===== config.mk =====
export PLATFORM = sky130hd
export DESIGN_NAME = tank_bullet_ctrl
export DESIGN_NICKNAME = d
export VERILOG_FILES = /design/src/rtl/tank_bullet_ctrl.sv
export SDC_FILE = /design/constraint.sdc
export NUM_CORES = 1
export LEC_CHECK = 0
export BUFFER_PORTS_ARGS = -buffer_cell sky130_fd_sc_hd__buf_2
export CORE_ASPECT_RATIO = 2
export CORE_MARGIN = 1.5
export CORE_UTILIZATION = 65
export CTS_BUF_LIST = sky130_fd_sc_hd__clkbuf_8 sky130_fd_sc_hd__clkbuf_16
export DETAILED_ROUTE_END_ITERATION = 10
export PLACE_DENSITY_LB_ADDON = 0.15
export SYNTH_ARGS = -nofsm -noshare
export SYNTH_HDL_FRONTEND = slang
export SYNTH_SLANG_ARGS = --single-unit

===== constraint.sdc =====
create_clock -name clk_i -period 8.5 [get_ports clk_i]
set_input_delay 1.7 -clock clk_i [delete_from_list [all_inputs] [get_ports clk_i]]
set_output_delay 1.7 -clock clk_i [all_outputs]
set_load 0.03 [all_outputs]

===== src/rtl/tank_bullet_ctrl.sv =====
// Per-tank bullet engine: fire acceptance, flight, timed explosion and cooldown,
// plus per-pixel bullet/explosion hit outputs consumed by the collision block.
module tank_bullet_ctrl #(
    parameter int SCREEN_W        = 640,
    parameter int SCREEN_H        = 480,
    parameter int TANK_SIZE       = 16,
    parameter int BULLET_SIZE     = 4,
    parameter int SPEED           = 2,
    parameter int EXPLODE_SIZE    = 16,
    parameter int EXPLODE_FRAMES  = 8,
    parameter int COOLDOWN_FRAMES = 4
) (
    input  logic       clk_i,
    input  logic       reset_all_i,
    input  logic       frame_tick_i,
    input  logic       fire_i,
    input  logic       tank_alive_i,
    input  logic [9:0] tank_x_i,
    input  logic [9:0] tank_y_i,
    input  logic [1:0] tank_dir_i,
    input  logic [9:0] pixel_x_i,
    input  logic [9:0] pixel_y_i,
    input  logic       explose_i,
    output logic       bullet_pix_o,
    output logic       explode_pix_o,
    output logic       bullet_active_o,
    output logic       shot_fired_o,
    output logic [9:0] bullet_x_o,
    output logic [9:0] bullet_y_o
);
    typedef enum logic [1:0] {
        ST_IDLE      = 2'd0,
        ST_FLYING    = 2'd1,
        ST_EXPLODING = 2'd2,
        ST_COOLDOWN  = 2'd3
    } state_t;

    localparam logic [9:0]  SPEED_P   = 10'(SPEED);
    localparam logic [9:0]  SPAWN_OFF = 10'((TANK_SIZE - BULLET_SIZE) / 2);
    localparam logic [9:0]  SPAWN_FAR = 10'(TANK_SIZE - BULLET_SIZE);
    localparam logic [10:0] SPEED_W   = 11'(SPEED);
    localparam logic [10:0] BS_W      = 11'(BULLET_SIZE);
    localparam logic [10:0] ES_W      = 11'(EXPLODE_SIZE);
    localparam logic [10:0] EXP_OFF   = 11'((EXPLODE_SIZE - BULLET_SIZE) / 2);
    localparam logic [10:0] SCR_W     = 11'(SCREEN_W);
    localparam logic [10:0] SCR_H     = 11'(SCREEN_H);
    localparam logic [7:0]  EXP_LAST  = 8'(EXPLODE_FRAMES - 1);
    localparam logic [7:0]  COOL_LAST = 8'(COOLDOWN_FRAMES - 1);

    state_t      state_r, state_s;
    logic [9:0]  bx_r, by_r, bx_s, by_s;
    logic [9:0]  spawn_x_s, spawn_y_s, step_x_s, step_y_s;
    logic [1:0]  dir_r, dir_s;
    logic [7:0]  cnt_r, cnt_s;
    logic        shot_r, shot_s;
    logic        edge_s;
    logic [10:0] bx_ext_s, by_ext_s, px_s, py_s, ex_s, ey_s;

    assign bx_ext_s = {1'b0, bx_r};
    assign by_ext_s = {1'b0, by_r};
    assign px_s     = {1'b0, pixel_x_i};
    assign py_s     = {1'b0, pixel_y_i};

    // Spawn position at the muzzle side of the tank box
    always_comb begin
        spawn_x_s = tank_x_i + SPAWN_OFF;
        spawn_y_s = tank_y_i;
        case (tank_dir_i)
            2'd0: begin spawn_x_s = tank_x_i + SPAWN_OFF; spawn_y_s = tank_y_i;             end
            2'd1: begin spawn_x_s = tank_x_i + SPAWN_FAR; spawn_y_s = tank_y_i + SPAWN_OFF; end
            2'd2: begin spawn_x_s = tank_x_i + SPAWN_OFF; spawn_y_s = tank_y_i + SPAWN_FAR; end
            2'd3: begin spawn_x_s = tank_x_i;             spawn_y_s = tank_y_i + SPAWN_OFF; end
            default: begin spawn_x_s = tank_x_i; spawn_y_s = tank_y_i; end
        endcase
    end

    // Screen-edge check and one-step move in the latched direction
    always_comb begin
        edge_s   = 1'b0;
        step_x_s = bx_r;
        step_y_s = by_r;
        case (dir_r)
            2'd0: begin edge_s = (by_ext_s < SPEED_W);                 step_y_s = by_r - SPEED_P; end
            2'd1: begin edge_s = (bx_ext_s + BS_W + SPEED_W > SCR_W);  step_x_s = bx_r + SPEED_P; end
            2'd2: begin edge_s = (by_ext_s + BS_W + SPEED_W > SCR_H);  step_y_s = by_r + SPEED_P; end
            2'd3: begin edge_s = (bx_ext_s < SPEED_W);                 step_x_s = bx_r - SPEED_P; end
            default: begin edge_s = 1'b0; step_x_s = bx_r; step_y_s = by_r; end
        endcase
    end

    // Next-state logic: fire acceptance, flight, explosion and cooldown timing
    always_comb begin
        state_s = state_r;
        bx_s    = bx_r;
        by_s    = by_r;
        dir_s   = dir_r;
        cnt_s   = cnt_r;
        shot_s  = 1'b0;
        case (state_r)
            ST_IDLE: begin
                if (fire_i && tank_alive_i) begin
                    state_s = ST_FLYING;
                    dir_s   = tank_dir_i;
                    bx_s    = spawn_x_s;
                    by_s    = spawn_y_s;
                    cnt_s   = 8'd0;
                    shot_s  = 1'b1;
                end else begin
                    state_s = ST_IDLE;
                end
            end
            ST_FLYING: begin
                if (explose_i) begin
                    state_s = ST_EXPLODING;
                    cnt_s   = 8'd0;
                end else if (frame_tick_i) begin
                    if (edge_s) begin
                        state_s = ST_EXPLODING;
                        cnt_s   = 8'd0;
                    end else begin
                        bx_s = step_x_s;
                        by_s = step_y_s;
                    end
                end else begin
                    state_s = ST_FLYING;
                end
            end
            ST_EXPLODING: begin
                if (frame_tick_i) begin
                    if (cnt_r == EXP_LAST) begin
                        state_s = ST_COOLDOWN;
                        cnt_s   = 8'd0;
                    end else begin
                        cnt_s = cnt_r + 8'd1;
                    end
                end else begin
                    cnt_s = cnt_r;
                end
            end
            ST_COOLDOWN: begin
                if (frame_tick_i) begin
                    if (cnt_r == COOL_LAST) begin
                        state_s = ST_IDLE;
                        cnt_s   = 8'd0;
                    end else begin
                        cnt_s = cnt_r + 8'd1;
                    end
                end else begin
                    cnt_s = cnt_r;
                end
            end
            default: begin
                state_s = ST_IDLE;
                cnt_s   = 8'd0;
            end
        endcase
    end

    // State, position and pulse registers
    always_ff @(posedge clk_i or posedge reset_all_i) begin
        if (reset_all_i) begin
            state_r <= ST_IDLE;
            bx_r    <= 10'd0;
            by_r    <= 10'd0;
            dir_r   <= 2'd0;
            cnt_r   <= 8'd0;
            shot_r  <= 1'b0;
        end else begin
            state_r <= state_s;
            bx_r    <= bx_s;
            by_r    <= by_s;
            dir_r   <= dir_s;
            cnt_r   <= cnt_s;
            shot_r  <= shot_s;
        end
    end

    // Explosion box is centred on the bullet, clamped at the top/left screen edge
    assign ex_s = (bx_ext_s >= EXP_OFF) ? (bx_ext_s - EXP_OFF) : 11'd0;
    assign ey_s = (by_ext_s >= EXP_OFF) ? (by_ext_s - EXP_OFF) : 11'd0;

    assign bullet_pix_o  = (state_r == ST_FLYING) &&
                           (px_s >= bx_ext_s) && (px_s < bx_ext_s + BS_W) &&
                           (py_s >= by_ext_s) && (py_s < by_ext_s + BS_W);
    assign explode_pix_o = (state_r == ST_EXPLODING) &&
                           (px_s >= ex_s) && (px_s < ex_s + ES_W) &&
                           (py_s >= ey_s) && (py_s < ey_s + ES_W);

    assign bullet_active_o = (state_r == ST_FLYING);
    assign shot_fired_o    = shot_r;
    assign bullet_x_o      = bx_r;
    assign bullet_y_o      = by_r;
endmodule


==> reports/results.ini, run 1 <==
[sta]
rsz0062_at_grt=false
hold_violations=0
drv_slew=0
fin_setup_tns_ns=0
slew_headroom_pct=39.5
tightest_slew_ns=0.899
finalWorstSetupSlack_ns=2.22
fmax_ghz=0.159
setup_violations=0
fin_crit_ns=6.28
period_share_pct=73.9
skew_ns=0.00833
hold_ws_ns=0.497

[floorplanning]
die_h_um=133
initial_core_util_pct=66.7
ioPinCount=72
die_w_um=68.2
rows=47
die-area_um2=9100
core_region_area_um2=8290

[layout]
multiInputGateArea_um2=4370
nets=934
drive_above_1_share_pct=12.7
syn2layout_area_growth_pct=9.77
antennaDiodeCount=0
ff_latch_area_um2=826
finalNonFillerCells=891
nFillCells=739

[global_route]
antenna_found_initial=0
grt_max_degree=34
grt_use_total_pct=38.6
gr-total-overflow=0
grt_pass1_vias=5958
grt_pass1_wl_um=27000

[synth]
syn_nets=885
syn_area_um2=5530
synth_top_family_by_area=compound AO/OA/AOI/OAI gates
ys_ff_latch=33
ys_seq_area_share_pct=14.9
async_flop_share_pct=100
synthFlopType=dfrtp_1
synth_edf_count=0
yosys_warnings=0
synth_xor_area_share_pct=7.76
yosys-mux-area-fraction_pct=1.79
synth_fa_ha_area_share_pct=21.4
syn_avg_cell_area_um2=7.44
synth-simple-area-share_pct=22.2
synthCells=743
synth_compound_area_share_pct=25.8
synth_cell_types=69

[worst_setup_path]
crit_path_end_kind=primary output
path_buf_inv=1
max_stage_delay_ns=0.59
cp_top_family=simple AND/OR/NAND/NOR gates
crit_type=flop to primary output
startpoint_type=flop
worstPathMaxFanout=12
arrival_ns=4.58
cp_cell_sequence=ha_1 -> nor3_1 -> nand3_1 -> nor3_1 -> nor2_1 -> ha_1 -> o21ai_0 -> nor3_1 -> xnor2_1 -> ha_1 -> a211oi_1 -> a21oi_1 -> a2bb2oi_1 -> a2111oi_0 -> buf_2
crit_slowest_cell=dfrtp_1
crit_required_ns=6.80

[cts]
root_buffer=clkbuf_16
ctsHoldBuffers=0
clk_path_buf_depth=2
cts_tree=done
htree_levels=2
clock_latency_ns=0.28
cts_buffers=5
cts.clk_slew.worst_paths_ns=0.05
post-cts-setup-buffers=0
cts_resized=0
clkSinkCount=33

[power]
p_leak_nw=2.82
powerDensity_nw_per_um2=386
ir_drop_uv=258

[outcome]
status=finished clean

[detailed_routing]
wl_um=17300
via_per_inst=6.62
dr.pass1.iters=7
antenna_left=0
drt_iter0_drc=457
drc_errors=0
vias=5899
drt-wirelength-per-cell_um=19.4

[place]
placedCellCount=883
dpl.hpwl_um=13400
place_congestion=0.979
dp_slack_ns=2.57
io_buffers=71

[worst_hold_path]
hold_path.class=flop to flop

[job]
drv_cap=0

[synthesized netlist by cell type (all sizes together) (7+ instances only)]
cell type	n	area (um^2)
clkbuf	21	78.8
ha	94	1180
o21a	10	75.1
dfrtp	33	826
xor2	13	114
nor2	57	214
nand3	35	175
xnor2	36	315
inv	51	191
o21ai	70	350
nor4	9	56.3
a211oi	7	52.6
nor2b	8	50.1
and2	8	50.1
o31ai	7	52.6
a21o	15	113
nand2b	11	68.8
nor3	25	136
nand2	62	233
a31oi	13	81.3
a21oi	51	259
buf	12	61.3
mux2	7	78.8
[area by class of cell]
| type | count | area share, % |
|---|---|---|
| clock inverter | 2 | 0.556 |
| clock buffer | 6 | 2.29 |
| tap | 98 | 2.02 |
| sequential | 33 | 13.6 |
| multi-input combinational | 624 | 71.9 |
| timing repair buffer | 75 | 6.35 |
| inverter | 53 | 3.28 |
[worst reg2reg max path: stages, from the launching register on]
cell	delay [ns]
dfrtp_1	0.54
ha_1	0.40
xnor2_1	0.48
xnor2_1	0.12
nor4_1	0.70
nand2_1	0.16
o311ai_1	0.56
a41oi_4	0.28
a21o_1	0.54
o21ai_0	0.37
o21a_1	0.16
[stage by stage]
stage               area (um^2)  power, mW  util, %
finish                     6070       2.35     73.2
global route               6070       2.57     73.2
CTS                        6070       2.30     73.2
detailed placement         5900       2.08     71.1
global placement           5900       1.99     71.1
floorplan                  5530       1.64        -
[sequential cells by signal, indices dropped and copies added (netlist names), named ones only]
| register | flops |
|---|---|
| cnt_r | 8 |
| dir_r | 2 |
| bullet_y_o | 10 |
| shot_fired_o | 1 |
| bullet_x_o | 10 |
| state_r | 1 |
[worst paths after layout]
path / from / to / slack [ns] / cells after the start
max: bullet_y_o[2] / explode_pix_o / 2.22 / 15
min: cnt_r[7] / cnt_r[7] / 0.50 / 1
max reg2reg: bullet_x_o[3] / bullet_x_o[7] / 4.13 / 10
min reg2reg: cnt_r[7] / cnt_r[7] / 0.50 / 1
max in group asynchronous: reset_all_i / bullet_y_o[4] / 6.65 / 3
min in group asynchronous: reset_all_i / shot_fired_o / 1.52 / 3
[layout by cell type (no fill, tap or decap), types with 3 or more instances in the layout]
master,n
or3_1,3
a211oi_1,7
a2bb2oi_1,3
nand4_1,6
o22ai_1,6
xor2_1,13
clkbuf_16,5
o31ai_1,7
buf_2,71
mux2_2,7
buf_4,4
nor2b_1,8
o21a_1,10
o21ai_0,69
dfrtp_1,33
and2_1,8
a21oi_1,50
a21o_1,15
a31oi_1,13
inv_1,51
or2_2,5
or4_1,3
a41oi_1,5
nor3_1,24
xnor2_1,36
o211ai_1,6
nand2_1,62
ha_1,94
nand2b_1,11
nand3b_1,3
a21boi_0,3
o21bai_1,3
nand3_1,35
and3_1,6
nor4_1,9
nor2_1,57
[layer usage]
layer | vias up | track usage [%] | share of wire [%]
met1 | 2761 | 35.6 | 34
li1 | 2783 | - | -
met2 | 259 | 71.7 | 53
met5 | - | 0 | 0
met4 | 0 | 24.6 | 7.0
met3 | 96 | 7.43 | 5.3
[power by group]
part / internal [mW] / switching, mW / total, mW
logic: 0.669 / 1.02 / 1.69
registers: 0.223 / 0.220 / 0.443
clock network: 0.145 / 0.0687 / 0.214
total: 1.04 / 1.31 / 2.35
[kinds of logic (layout without fill, tap and decap cells)]
kind of cell	after synthesis	in the layout
AND/OR/NAND/NOR	249	249
AO/OA/AOI/OAI	222	222
adder cells (fa/ha/maj)	95	95
buffers and inverters	86	136
XOR/XNOR	49	49
flip-flops	33	33
multiplexers	9	9
(Power assumes the default switching activity.)
==> run 2, diff against run 1 <==
Settings changed: CORE_UTILIZATION 65 to 60.
Clock period 8.5 ns to 6.2 ns, I/O delays scaled along.
==> reports/results.ini, run 2 (synthesis results as in run 1) <==
[worst_setup_path]
startpoint_type=flop
worstReg2RegStart=bullet_x_o[2]
worstPathMaxFanout=11  ; -1
crit_required_ns=4.96  ; -1.84 ns
crit_path_end_kind=primary output
r2r_cells=11  ; +1
crit_type=flop to primary output
r2r-end=bullet_x_o[2]
r2r_slack_ns=1.82  ; -2.31 ns
arrival_ns=4.40  ; -0.18 ns

[place]
dp_slack_ns=0.890  ; -1.68 ns
place_congestion=1.00  ; +2.4%
io_buffers=71  ; unchanged
place_area_um2=5910  ; +0.21%
dpl.hpwl_um=13600  ; +1.1%

[sta]
skew_ns=0.00366  ; -0.00467 ns
hold_ws_ns=0.506  ; +0.00950 ns
fin_setup_tns_ns=0  ; unchanged
fin_crit_ns=5.64
rsz0062_at_grt=false
hold_violations=0  ; unchanged
fmax_ghz=0.177
finalWorstSetupSlack_ns=0.557  ; -1.66 ns
tightest_slew_ns=0.898  ; -0.00118 ns
period_share_pct=91.0
slew_headroom_pct=40.0  ; +0.49 points
setup_violations=0  ; unchanged
drv_slew=0  ; unchanged

[power]
ir_drop_uv=324  ; +25%
powerDensity_nw_per_um2=518  ; +34%
p_leak_nw=2.81  ; -0.31%

[cts]
clk_path_buf_depth=2  ; unchanged
htree_levels=2  ; unchanged
cts.clk_slew.worst_paths_ns=0.05  ; about the same
root_buffer=clkbuf_16
clkSinkCount=33  ; unchanged
cts_buffers=5  ; unchanged
ctsHoldBuffers=0  ; unchanged
cts_tree=done
post-cts-setup-buffers=0  ; unchanged
clock_latency_ns=0.28  ; about the same
cts_resized=0  ; unchanged

[floorplanning]
die-area_um2=9840  ; +8.0%
die_w_um=70.9  ; +3.9%
core_region_area_um2=8950  ; +8.0%
die_h_um=139  ; +4.0%
ioPinCount=72  ; unchanged
initial_core_util_pct=61.8  ; -4.9 points
rows=49  ; +4.3%

[job]
drv_cap=0  ; unchanged

[detailed_routing]
top_layer_used=met4
wl_met2_um=9550  ; +3.5%
dr.pass1.iters=7  ; unchanged
drt-wirelength-per-cell_um=19.1  ; -1.5%
vias=5835  ; -1.1%
via_per_inst=6.51  ; -1.6%
wl_met1_um=5890  ; -0.29%
drt_iter0_drc=394  ; -14%
drc_errors=0  ; unchanged
wl_um=17100  ; -0.94%
antenna_left=0  ; unchanged
wl_met3_um=637  ; -30%

[layout]
nets=935  ; +0.11%
final_cell_mix=ha_1 (94), buf_2 (71), o21ai_0 (69)
final_cell_area_um2=6050  ; -0.35%
nFillCells=802  ; +8.5%
antennaDiodeCount=0  ; unchanged
syn2layout_area_growth_pct=9.39
final_common_cell=ha_1
drive_above_1_share_pct=12.8  ; +0.11 points

[worst_hold_path]
holdPathEnd=cnt_r[7]
hold_path.class=flop to flop
hp-start=cnt_r[7]
min_path_cells=1  ; unchanged

[global_route]
grt_max_degree=34  ; unchanged
gr-total-overflow=0  ; unchanged
grt_pass1_wl_um=27200  ; +0.66%
antenna_found_initial=0  ; unchanged
grt_use_total_pct=34.0  ; -4.6 points
grt_pass1_vias=5722  ; -4.0%

[outcome]
status=finished clean

run 2: changes by cell type in the layout (fill, tap and decap cells not counted):
cell | previous run | this run
clkbuf_8 | 1 | 0
bufinv_16 | 1 | 0
clkinv_2 | 0 | 2
buf_4 | 4 | 5
run 2: area by class of cell:
cell class / count / area, um^2 / share of cell area [%]
clock inverters: 3 / 13.8 / 0.228
repair buffers: 76 / 393 / 6.49
clock buffers: 5 / 125 / 2.07
flip-flops and latches: 33 / 826 / 13.7
inverters: 53 / 199 / 3.29
well taps: 102 / 128 / 2.11
multi-input cells: 624 / 4370 / 72.2
run 2: power by group:
part / internal (mW) / switching [mW] / total [mW]
Sequential: 0.305 / 0.293 / 0.598
Clock: 0.146 / 0.0906 / 0.236
Combinational: 0.918 / 1.38 / 2.30
Total: 1.37 / 1.77 / 3.14
run 2: worst max path at each step:
stage / endpoint / slack, ns / depth (start not counted) / startpoint
3_3_place_gp: explode_pix_o / 1.03 / 14 / bullet_x_o[3]
6_report: explode_pix_o / 0.56 / 15 / bullet_y_o[1]
3_5_place_dp: explode_pix_o / 0.89 / 15 / bullet_y_o[1]
5_1_grt: explode_pix_o / 0.19 / 15 / bullet_y_o[1]
2_1_floorplan: explode_pix_o / 0.26 / 14 / bullet_y_o[2]
4_1_cts: explode_pix_o / 0.57 / 15 / bullet_y_o[1]
run 2: worst max-delay path: stages (launching register included):
cell	delay (ns)
dfrtp_1	0.50
ha_1	0.33
nor3_1	0.39
nand3_1	0.19
nor3_1	0.53
nor2_1	0.19
ha_1	0.27
o21ai_0	0.08
nor3_1	0.10
xnor2_1	0.18
ha_1	0.30
a211oi_1	0.23
a21oi_1	0.10
a2bb2oi_1	0.14
a2111oi_0	0.32
buf_2	0.26
run 2: metal layers:
metal	vias to the layer above	GRT usage, %
met5	-	0
met4	0	19.4
met3	70	3.56
met2	204	66.3
met1	2769	33.0
li1	2792	-
run 2: per-stage QoR:
step	cells	total power, mW	util (%)
after floorplan	743	2.24	-
after global placement	888	2.77	66.0
after detailed placement	888	2.85	66.0
after CTS	896	3.10	67.6
after global routing	896	3.42	67.6
final	896	3.14	67.6
==> run 3, diff against run 2 <==
Clock period 6.2 ns to 5.4 ns, I/O delays scaled along.
==> reports/results.ini, run 3 (synthesis results as in run 1) <==
[layout]
final_cell_area_um2=6130  ; +1.4%
final_core_util_pct=68.5  ; +0.95 points
nets=946  ; +1.2%
drive_above_1_share_pct=14.2  ; +1.4 points
syn2layout_area_growth_pct=10.9
final_cell_mix=ha_1 (94), buf_2 (71), o21ai_0 (69)
finalNonFillerCells=905  ; +1.0%
final_common_cell=ha_1
antennaDiodeCount=0  ; unchanged

[worst_setup_path]
crit_required_ns=4.32  ; -0.64 ns
worstPathMaxFanout=11  ; unchanged
crit_type=flop to primary output
arrival_ns=3.98  ; -0.42 ns
crit_path_end_kind=primary output
startpoint_type=flop

[sta]
drv_slew=0  ; unchanged
hold_violations=0  ; unchanged
rsz0062_at_grt=false
fin_setup_tns_ns=0  ; unchanged
tightest_slew_ns=0.917  ; +0.0189 ns
period_share_pct=93.7
finalWorstSetupSlack_ns=0.342  ; -0.214 ns
slew_headroom_pct=38.7  ; -1.3 points
fin_crit_ns=5.06
fmax_ghz=0.198
setup_violations=0  ; unchanged
hold_ws_ns=0.492  ; -0.0139 ns
skew_ns=0.00363  ; -0.0000331 ns

[cts]
root_buffer=clkbuf_16
clk_path_buf_depth=2  ; unchanged
clock_latency_ns=0.28  ; about the same
cts_buffers=5  ; unchanged
post-cts-setup-buffers=0  ; unchanged
cts.clk_slew.worst_paths_ns=0.05  ; about the same
htree_levels=2  ; unchanged
cts_tree=done
clkSinkCount=33  ; unchanged

[global_route]
grt_pass1_wl_um=27100  ; -0.28%
grt_pass1_vias=5877  ; +2.7%
gr-total-overflow=0  ; unchanged
grt_max_degree=34  ; unchanged
grt_use_total_pct=34.3  ; +0.28 points
antenna_found_initial=0  ; unchanged

[detailed_routing]
drt_iter0_drc=312  ; -21%
antenna_left=0  ; unchanged
dr.pass1.iters=5  ; -2
drt-wirelength-per-cell_um=18.7  ; -1.8%
via_per_inst=6.48  ; -0.52%
wl_met2_um=9410  ; -1.5%
wl_um=17000  ; -0.82%
top_layer_used=met4
wl_met1_um=5410  ; -8.1%
wl_met3_um=776  ; +22%
drc_errors=0  ; unchanged
vias=5863  ; +0.48%

[floorplanning]
rows=49  ; unchanged
core_region_area_um2=8950  ; unchanged
die_h_um=139  ; unchanged
ioPinCount=72  ; unchanged
die-area_um2=9840  ; unchanged
die_w_um=70.9  ; unchanged
initial_core_util_pct=61.8  ; unchanged

[power]
internal-power_mw=1.62  ; +18%
switching_share_pct=55.4  ; -0.96 points
ir_drop_uv=380  ; +17%
p_leak_nw=2.86  ; +1.7%
p_seq_share_pct=15.9  ; -3.2 points
switching_power_mw=2.01  ; +14%
clkPwrFrac_pct=7.2  ; -0.3 points
p_total_mw=3.63  ; +16%
powerDensity_nw_per_um2=592  ; +14%
pwr-share-comb_pct=76.9  ; +3.5 points

[place]
io_buffers=71  ; unchanged
dpl.hpwl_um=13800  ; +1.8%
place_congestion=1.02  ; +1.7%
dp_slack_ns=0.466  ; -0.424 ns
place_area_um2=5990  ; +1.4%
placedCellCount=899  ; +1.2%

[outcome]
status=finished clean

[worst_hold_path]
hold_path.class=flop to flop

[job]
drv_cap=0  ; unchanged

## run 3: area by class of cell
| type | instances | area, um^2 |
|---|---|---|
| Multi-Input combinational cell | 624 | 4380 |
| Fill cell | 796 | 2820 |
| Sequential cell | 33 | 826 |
| Timing Repair Buffer | 87 | 475 |
| Inverter | 53 | 199 |
| Tap cell | 102 | 128 |
| Clock buffer | 5 | 125 |
| Clock inverter | 1 | 5.00 |
## run 3: path summary, 6_finish.rpt
check	start	end	slack, ns	cells after the start
worst max-delay path	bullet_x_o[2]	explode_pix_o	0.34	13
min in group asynchronous	reset_all_i	shot_fired_o	0.89	3
worst min-delay path	cnt_r[7]	cnt_r[7]	0.49	1
worst min register to register	cnt_r[7]	cnt_r[7]	0.49	1
worst max register to register	bullet_x_o[2]	bullet_x_o[2]	1.01	11
max in group asynchronous	reset_all_i	bullet_x_o[9]	4.18	3
## run 3: worst max-delay path, cell delays in order (launching register included)
cell and delay (ns):
dfrtp_1 0.51, ha_1 0.26, a21oi_1 0.32, and3_1 0.27
xnor2_1 0.12, nor3_2 0.29, mux2_2 0.37, ha_1 0.28
and2_1 0.16, o21ai_0 0.15, o21ai_0 0.12, o31a_1 0.25
a2111oi_1 0.34, buf_2 0.26
## run 3: per-layer routing
layer / vias up / GRT usage, %
li1: 2802 / -
met1: 2715 / 31.6
met2: 254 / 66.5
met3: 92 / 3.71
met4: 0 / 23.7
met5: - / 0
## run 3: timing repair
item,4_1_cts,5_1_grt
endpoints found under the setup margin,0,1
gates resized for setup,0,2
hold buffers,0,0
## run 3: power by group through the flow
stage | clock (mW) | combinational [mW] | sequential, mW
3_3_place_gp | 0 | 2.64 | 0.563
6_report | 0.261 | 2.80 | 0.577
5_1_grt | 0.275 | 3.10 | 0.603
4_1_cts | 0.264 | 2.76 | 0.570
2_1_floorplan | 0 | 1.96 | 0.622
3_5_place_dp | 0 | 2.74 | 0.574
